### config.mk
export PLATFORM = sky130hd
export DESIGN_NAME = prog_ctrl_flat
export DESIGN_NICKNAME = d
export VERILOG_FILES = /design/src/rtl/prog_ctrl_pkg.sv /design/src/rtl/prog_ctrl_if.sv /design/src/rtl/prog_ctrl_decode.sv /design/src/rtl/prog_ctrl.sv /design/src/flat_wrapper.sv
export SDC_FILE = /design/constraint.sdc
export NUM_CORES = 1
export LEC_CHECK = 0
export BUFFER_PORTS_ARGS = -buffer_cell sky130_fd_sc_hd__buf_2
export CAP_MARGIN = 20
export CORE_MARGIN = 10
export CORE_UTILIZATION = 33
export DETAILED_ROUTE_END_ITERATION = 16
export GPL_ROUTABILITY_DRIVEN = 0
export GPL_TIMING_DRIVEN = 0
export HOLD_SLACK_MARGIN = 0.1
export MAX_ROUTING_LAYER = met4
export PLACE_DENSITY = 0.74
export SKIP_CTS_REPAIR_TIMING = 1
export SLEW_MARGIN = 30
export SYNTH_ARGS = -nofsm -noshare
export SYNTH_HDL_FRONTEND = slang
export SYNTH_SLANG_ARGS = --single-unit
### constraint.sdc
create_clock -name clk -period 1.1 [get_ports clk]
set_input_delay 0.165 -clock clk [delete_from_list [all_inputs] [get_ports clk]]
set_output_delay 0.165 -clock clk [all_outputs]
set_load 0.05 [all_outputs]
### src/rtl/prog_ctrl_pkg.sv
// Shared opcodes, ALU selects and FSM state encoding for the program controller.
package prog_ctrl_pkg;
   localparam int OP_NOOP  = 0;
   localparam int OP_STORE = 1;
   localparam int OP_LOAD  = 2;
   localparam int OP_ADD   = 3;
   localparam int OP_SUB   = 4;
   localparam int OP_HALT  = 5;
   localparam int OP_JMPZ  = 6;

   localparam logic [2:0] ALU_PASS = 3'd0;
   localparam logic [2:0] ALU_ADD  = 3'd1;
   localparam logic [2:0] ALU_SUB  = 3'd2;

   typedef enum logic [3:0] {
      S_INIT, S_FETCH, S_DECODE, S_NOOP, S_LOAD_A, S_LOAD_B,
      S_STORE, S_ADD, S_SUB, S_JMPZ_A, S_JMPZ_B, S_HALT
   } state_t;
endpackage

### src/rtl/prog_ctrl_if.sv
// Controller <-> datapath bundle: IR contents and status in, datapath controls out.
interface prog_ctrl_if #(
   parameter int OP_W    = 4,
   parameter int REG_AW  = 4,
   parameter int DATA_AW = 8,
   parameter int ALU_SW  = 3
);
   localparam int INSTR_W = OP_W + REG_AW + DATA_AW;

   logic [INSTR_W-1:0] instruction;
   logic               rf_ra_zero;
   logic               resume;
   logic               PC_clr, PC_up, PC_ld, IR_ld;
   logic [DATA_AW-1:0] D_addr;
   logic               D_wr;
   logic               RF_s;
   logic [REG_AW-1:0]  RF_W_addr;
   logic               RF_W_wr;
   logic [REG_AW-1:0]  RF_Ra_addr;
   logic               RF_Ra_rd;
   logic [REG_AW-1:0]  RF_Rb_addr;
   logic               RF_Rb_rd;
   logic [ALU_SW-1:0]  Alu_s0;
   logic               halted;
   logic               illegal_op;

   modport master (
      input  instruction, rf_ra_zero, resume,
      output PC_clr, PC_up, PC_ld, IR_ld, D_addr, D_wr, RF_s, RF_W_addr, RF_W_wr,
             RF_Ra_addr, RF_Ra_rd, RF_Rb_addr, RF_Rb_rd, Alu_s0, halted, illegal_op
   );

   modport slave (
      output instruction, rf_ra_zero, resume,
      input  PC_clr, PC_up, PC_ld, IR_ld, D_addr, D_wr, RF_s, RF_W_addr, RF_W_wr,
             RF_Ra_addr, RF_Ra_rd, RF_Rb_addr, RF_Rb_rd, Alu_s0, halted, illegal_op
   );
endinterface

### src/rtl/prog_ctrl_decode.sv
// Combinational IR field extractor. PROG_CTRL_JMPZ_EN makes opcode 6 legal.
import prog_ctrl_pkg::*;

module prog_ctrl_decode #(
   parameter int OP_W    = 4,
   parameter int REG_AW  = 4,
   parameter int DATA_AW = 8,
   parameter int INSTR_W = OP_W + REG_AW + DATA_AW
) (
   input  logic [INSTR_W-1:0] instruction,
   output logic [OP_W-1:0]    opcode,
   output logic [REG_AW-1:0]  rd,
   output logic [REG_AW-1:0]  ra,
   output logic [REG_AW-1:0]  rb,
   output logic [DATA_AW-1:0] addr,
   output logic               legal
);
   assign opcode = instruction[INSTR_W-1 -: OP_W];
   assign rd     = instruction[DATA_AW+REG_AW-1 -: REG_AW];
   assign addr   = instruction[DATA_AW-1:0];
   assign ra     = addr[2*REG_AW-1 -: REG_AW];
   assign rb     = addr[REG_AW-1:0];

   always_comb begin
      legal = (opcode <= OP_W'(OP_HALT));
`ifdef PROG_CTRL_JMPZ_EN
      if (opcode == OP_W'(OP_JMPZ)) legal = 1'b1;
`endif
   end
endmodule

### src/rtl/prog_ctrl.sv
// Instruction-sequencing FSM with Moore output decode.
// PROG_CTRL_JMPZ_EN enables the conditional jump (JMPZ_A/JMPZ_B path, PC_ld).
import prog_ctrl_pkg::*;

module prog_ctrl #(
   parameter int OP_W    = 4,
   parameter int REG_AW  = 4,
   parameter int DATA_AW = 8,
   parameter int ALU_SW  = 3
) (
   input logic        clk,
   input logic        reset,
   prog_ctrl_if.master bus
);
   localparam int INSTR_W = OP_W + REG_AW + DATA_AW;

   state_t             state_q, state_d;
   logic [OP_W-1:0]    opcode;
   logic [REG_AW-1:0]  rd, ra, rb;
   logic [DATA_AW-1:0] addr;
   logic               legal;

   prog_ctrl_decode #(.OP_W(OP_W), .REG_AW(REG_AW), .DATA_AW(DATA_AW), .INSTR_W(INSTR_W)) u_dec (
      .instruction (bus.instruction),
      .opcode      (opcode),
      .rd          (rd),
      .ra          (ra),
      .rb          (rb),
      .addr        (addr),
      .legal       (legal)
   );

   always_ff @(posedge clk) begin
      if (reset) state_q <= S_INIT;
      else       state_q <= state_d;
   end

   // Unused encodings and X both fall through to default and recover to INIT.
   always_comb begin
      state_d = S_INIT;
      case (state_q)
         S_INIT:   state_d = S_FETCH;
         S_FETCH:  state_d = S_DECODE;
         S_DECODE: begin
            state_d = S_NOOP;
            if (legal) begin
               case (opcode)
                  OP_W'(OP_STORE): state_d = S_STORE;
                  OP_W'(OP_LOAD):  state_d = S_LOAD_A;
                  OP_W'(OP_ADD):   state_d = S_ADD;
                  OP_W'(OP_SUB):   state_d = S_SUB;
                  OP_W'(OP_HALT):  state_d = S_HALT;
`ifdef PROG_CTRL_JMPZ_EN
                  OP_W'(OP_JMPZ):  state_d = S_JMPZ_A;
`endif
                  default:         state_d = S_NOOP;
               endcase
            end
         end
         S_LOAD_A: state_d = S_LOAD_B;
         S_JMPZ_A: state_d = S_JMPZ_B;
         S_LOAD_B, S_STORE, S_ADD, S_SUB, S_NOOP, S_JMPZ_B: state_d = S_FETCH;
         S_HALT:   state_d = bus.resume ? S_FETCH : S_HALT;
         default:  state_d = S_INIT;
      endcase
   end

   always_comb begin
      bus.PC_clr     = 1'b0;
      bus.PC_up      = 1'b0;
      bus.PC_ld      = 1'b0;
      bus.IR_ld      = 1'b0;
      bus.D_addr     = '0;
      bus.D_wr       = 1'b0;
      bus.RF_s       = 1'b0;
      bus.RF_W_addr  = '0;
      bus.RF_W_wr    = 1'b0;
      bus.RF_Ra_addr = '0;
      bus.RF_Ra_rd   = 1'b0;
      bus.RF_Rb_addr = '0;
      bus.RF_Rb_rd   = 1'b0;
      bus.Alu_s0     = ALU_SW'(ALU_PASS);
      bus.halted     = 1'b0;
      bus.illegal_op = 1'b0;
      case (state_q)
         S_INIT:   bus.PC_clr = 1'b1;
         S_FETCH:  begin bus.IR_ld = 1'b1; bus.PC_up = 1'b1; end
         S_NOOP:   bus.illegal_op = ~legal;
         S_LOAD_A: bus.D_addr = addr;
         S_LOAD_B: begin
            bus.D_addr    = addr;
            bus.RF_s      = 1'b1;
            bus.RF_W_addr = rd;
            bus.RF_W_wr   = 1'b1;
         end
         S_STORE:  begin
            bus.D_addr     = addr;
            bus.D_wr       = 1'b1;
            bus.RF_Ra_addr = rd;
            bus.RF_Ra_rd   = 1'b1;
         end
         S_ADD, S_SUB: begin
            bus.RF_Ra_addr = ra;
            bus.RF_Rb_addr = rb;
            bus.RF_Ra_rd   = 1'b1;
            bus.RF_Rb_rd   = 1'b1;
            bus.RF_W_addr  = rd;
            bus.RF_W_wr    = 1'b1;
            bus.Alu_s0     = (state_q == S_ADD) ? ALU_SW'(ALU_ADD) : ALU_SW'(ALU_SUB);
         end
         S_JMPZ_A: begin bus.RF_Ra_addr = rd; bus.RF_Ra_rd = 1'b1; end
         S_JMPZ_B: begin
            bus.D_addr = addr;
`ifdef PROG_CTRL_JMPZ_EN
            bus.PC_ld  = bus.rf_ra_zero;
`endif
         end
         S_HALT:   bus.halted = 1'b1;
         default:  ;
      endcase
   end

   // Without the jump feature the zero flag has no consumer.
   logic unused_zero;
   assign unused_zero = bus.rf_ra_zero;
endmodule

### src/flat_wrapper.sv
// flat-port wrapper written by rule: the top's interface ports become plain ports
module prog_ctrl_flat 
#(
   parameter int OP_W    = 4,
   parameter int REG_AW  = 4,
   parameter int DATA_AW = 8,
   parameter int ALU_SW  = 3
)
  (clk, reset, bus_instruction, bus_rf_ra_zero, bus_resume, bus_PC_clr, bus_PC_up, bus_PC_ld, bus_IR_ld, bus_D_addr, bus_D_wr, bus_RF_s, bus_RF_W_addr, bus_RF_W_wr, bus_RF_Ra_addr, bus_RF_Ra_rd, bus_RF_Rb_addr, bus_RF_Rb_rd, bus_Alu_s0, bus_halted, bus_illegal_op);
  prog_ctrl_if #(.OP_W(OP_W), .REG_AW(REG_AW), .DATA_AW(DATA_AW), .ALU_SW(ALU_SW)) bus_i ();
  input logic clk;
  input logic reset;
  input wire logic [$bits(bus_i.instruction)-1:0] bus_instruction;
  input wire logic [$bits(bus_i.rf_ra_zero)-1:0] bus_rf_ra_zero;
  input wire logic [$bits(bus_i.resume)-1:0] bus_resume;
  output wire logic [$bits(bus_i.PC_clr)-1:0] bus_PC_clr;
  output wire logic [$bits(bus_i.PC_up)-1:0] bus_PC_up;
  output wire logic [$bits(bus_i.PC_ld)-1:0] bus_PC_ld;
  output wire logic [$bits(bus_i.IR_ld)-1:0] bus_IR_ld;
  output wire logic [$bits(bus_i.D_addr)-1:0] bus_D_addr;
  output wire logic [$bits(bus_i.D_wr)-1:0] bus_D_wr;
  output wire logic [$bits(bus_i.RF_s)-1:0] bus_RF_s;
  output wire logic [$bits(bus_i.RF_W_addr)-1:0] bus_RF_W_addr;
  output wire logic [$bits(bus_i.RF_W_wr)-1:0] bus_RF_W_wr;
  output wire logic [$bits(bus_i.RF_Ra_addr)-1:0] bus_RF_Ra_addr;
  output wire logic [$bits(bus_i.RF_Ra_rd)-1:0] bus_RF_Ra_rd;
  output wire logic [$bits(bus_i.RF_Rb_addr)-1:0] bus_RF_Rb_addr;
  output wire logic [$bits(bus_i.RF_Rb_rd)-1:0] bus_RF_Rb_rd;
  output wire logic [$bits(bus_i.Alu_s0)-1:0] bus_Alu_s0;
  output wire logic [$bits(bus_i.halted)-1:0] bus_halted;
  output wire logic [$bits(bus_i.illegal_op)-1:0] bus_illegal_op;
  assign bus_i.instruction = bus_instruction;
  assign bus_i.rf_ra_zero = bus_rf_ra_zero;
  assign bus_i.resume = bus_resume;
  assign bus_PC_clr = bus_i.PC_clr;
  assign bus_PC_up = bus_i.PC_up;
  assign bus_PC_ld = bus_i.PC_ld;
  assign bus_IR_ld = bus_i.IR_ld;
  assign bus_D_addr = bus_i.D_addr;
  assign bus_D_wr = bus_i.D_wr;
  assign bus_RF_s = bus_i.RF_s;
  assign bus_RF_W_addr = bus_i.RF_W_addr;
  assign bus_RF_W_wr = bus_i.RF_W_wr;
  assign bus_RF_Ra_addr = bus_i.RF_Ra_addr;
  assign bus_RF_Ra_rd = bus_i.RF_Ra_rd;
  assign bus_RF_Rb_addr = bus_i.RF_Rb_addr;
  assign bus_RF_Rb_rd = bus_i.RF_Rb_rd;
  assign bus_Alu_s0 = bus_i.Alu_s0;
  assign bus_halted = bus_i.halted;
  assign bus_illegal_op = bus_i.illegal_op;
  prog_ctrl #(.OP_W(OP_W), .REG_AW(REG_AW), .DATA_AW(DATA_AW), .ALU_SW(ALU_SW)) u_core (.clk(clk), .reset(reset), .bus(bus_i));
endmodule
==> metrics.txt <==
fin crit period=1.73 ns; DR pass1 iterations=4; Net Sw Frac=0.440; diode count=0; Critical Path Fanout Max=8; port buffer count=50; Tot Pwr=0.000950 W; combinational share of power=0.624; Synth top area share=0.160; Longest Clk Path Bufs=2; Top Registers=u_core.state_q x4; placed cell count=160; clk_lat worst skew=0.25 ns; CTS tree=yes; r2r setup slk=-0.23 ns; initial antenna violation count=0; Worst path depth=5; Synth area leader=and2_1; gr usage total=0.122; final cell count without fillers=169; DPL Wire Length=2.09 mm; most flop-heavy register=u_core.state_q; Slowest-stage cell, CP=nor4b_4; Worst Setup Start Kind=flop; leak pwr=0.640 nW; PwrDens=615 mW/mm2; full die area=0.00404 mm2; Worst R2R End=u_core.state_q[3]; setup ws final=-0.632 ns; Worst Setup End Kind=output pin; number of flops mapped to enable cells by yosys=0; Inserted Clock Buffers=3; Initial Utilization=0.355; post-route design area=0.00155 mm2; vias in the first global route=827; Syn Inst Count=84; Required @ worst endpoint=0.94 ns; vias=897; clock network power share=0.205; first-pass GRT wire length=3.97 mm; largest cells by area after synthesis=and2_1, dfxtp_1, mux2i_1, buf_2, o22ai_1; synth warn=0; status=finished, violations left; RSZ-0062 raised after global routing=true; cell with the most instances after synthesis=and2_1; # IOs=54; hold_sp=reset; Psw=0.000418 W; H-tree depth reported by CTS=1; post-route clock period utilization=1.57; final WL=3.31 mm; CP Launch Point=u_core.state_q[1]; Residual DRC=0; Flop pwr share=0.171; largest net degree at the start of global routing=11; crit path capture=bus_RF_Rb_addr[0]; post-synthesis cell area=626 um2; total internal power=0.000532 W; Vias/cell=5.31; delay-heaviest family, CP=simple AND/OR/NAND/NOR gates; Iteration-0 DRC Markers=45; Reg-to-Reg Start=u_core.state_q[0]; synthesized area per cell=7.45 um2; FMAX=577 MHz; Net count, final=166; Slew Viols, Final=0; min-delay worst type=primary input to flop; Cell Area, Placed=0.00110 mm2; Crit Path Class=flop to output pin; failing checks=setup timing; drt wl/cell=19.6 um; delay of the slowest critical-path stage=0.36 ns; worst vdd ir=529 uV; CP arrival=1.57 ns; maxcap violations=0; Site Rows=15; max reg flops=4; CP bufs+invs=2; Yosys reg bits=4; chip width=63.5 um; setup violators final=36; Placeable Area=0.00176 mm2; register area share after synthesis=0.128; main flop type after synthesis=dfxtp_1; Antenna Nets Post-Route=0; Yosys cell types=32; FF-to-FF path depth=4; CP cell instances=buf_6, nor4b_4, o21bai_4, and2_4, buf_8; Synth-to-Final Area Change=147%; clock skew=0.00114 ns; asr flop ratio synth=0; share of cells above drive strength 1=0.813; die height=63.5 um; clock-pin slew on the worst setup and hold paths=0.04 ns; Final Hold Viols=0; GRT overflow=0; Commonest cells post-synth=and2_1, mux2i_1, nand2_1; # clock sinks=4; root buffer cell=clkbuf_4
-- cells by family after synthesis --
family	share of synthesized area
simple gates	0.408
compound gates	0.228
buf+inv	0.0880
mux	0.128
flops	0.128
xor+xnor	0.0140
other cells	0.00599
-- per-stage QoR --
step,setup TNS [ns],setup slack (ns),util,hold slack [ns]
detailed placement,-13.61,-0.601,0.621,0.371
floorplan,-14.75,-0.900,-,0.234
global route,-18.91,-0.690,0.876,0.129
CTS,-21.91,-0.857,0.634,0.121
finish,-17.13,-0.632,0.876,0.118
global placement,-12.85,-0.562,0.621,0.367
-- layout by cell type, fill, tap and decap left out, types with 2 or more instances in the layout --
cell	netlist	layout
buf_2	5	18
and2_4	0	16
buf_6	0	14
buf_8	0	12
buf_4	3	11
clkbuf_4	0	10
mux2i_4	0	6
o22ai_4	0	4
a21oi_1	3	3
o21ai_0	3	3
inv_1	2	2
nand2_2	0	2
nor2_4	0	2
nand2b_1	3	2
nand2_4	0	2
buf_12	0	2
nor4_4	0	2
mux2i_2	0	2
nor2_1	4	2
nand2_1	6	2
conb_1	1	2
dfxtp_1	4	2
dfxtp_2	0	2
-- metal layers --
metal | vias up | track usage | share of wire
li1 | 419 | - | -
met1 | 430 | 0.128 | 0.35
met2 | 42 | 0.220 | 0.59
met3 | 6 | 0.0141 | 0.042
met4 | 0 | 0.0574 | 0.017
met5 | - | - | 0
-- worst min-delay path by stage --
| stage | endpoint | slack [ns] | cells after the start |
|---|---|---|---|
| 2_1_floorplan | u_core.state_q[2] | 0.23 | 1 |
| 3_3_place_gp | u_core.state_q[2] | 0.37 | 2 |
| 3_5_place_dp | u_core.state_q[2] | 0.37 | 2 |
| 4_1_cts | u_core.state_q[2] | 0.12 | 2 |
| 5_1_grt | u_core.state_q[2] | 0.13 | 2 |
| 6_report | u_core.state_q[2] | 0.12 | 2 |
-- power by group through the flow --
stage	clock network (W)	registers [W]	logic, W
after floorplan	0	0.000162	0.000316
after global routing	0.000206	0.000162	0.000621
final	0.000195	0.000162	0.000593
after global placement	0	0.000163	0.000409
after detailed placement	0	0.000163	0.000418
after CTS	0.000188	0.000161	0.000420
-- final cells by class --
| class | count | area, um2 |
|---|---|---|
| clock buffers | 3 | 22.5 |
| plain buffers | 8 | 91.3 |
| repair buffers | 56 | 512 |
| well taps | 25 | 31.3 |
| flip-flops and latches | 4 | 82.6 |
| multi-input cells | 71 | 798 |
| fillers | 85 | 219 |
| inverters | 2 | 7.51 |
(Power assumes the default switching activity.)
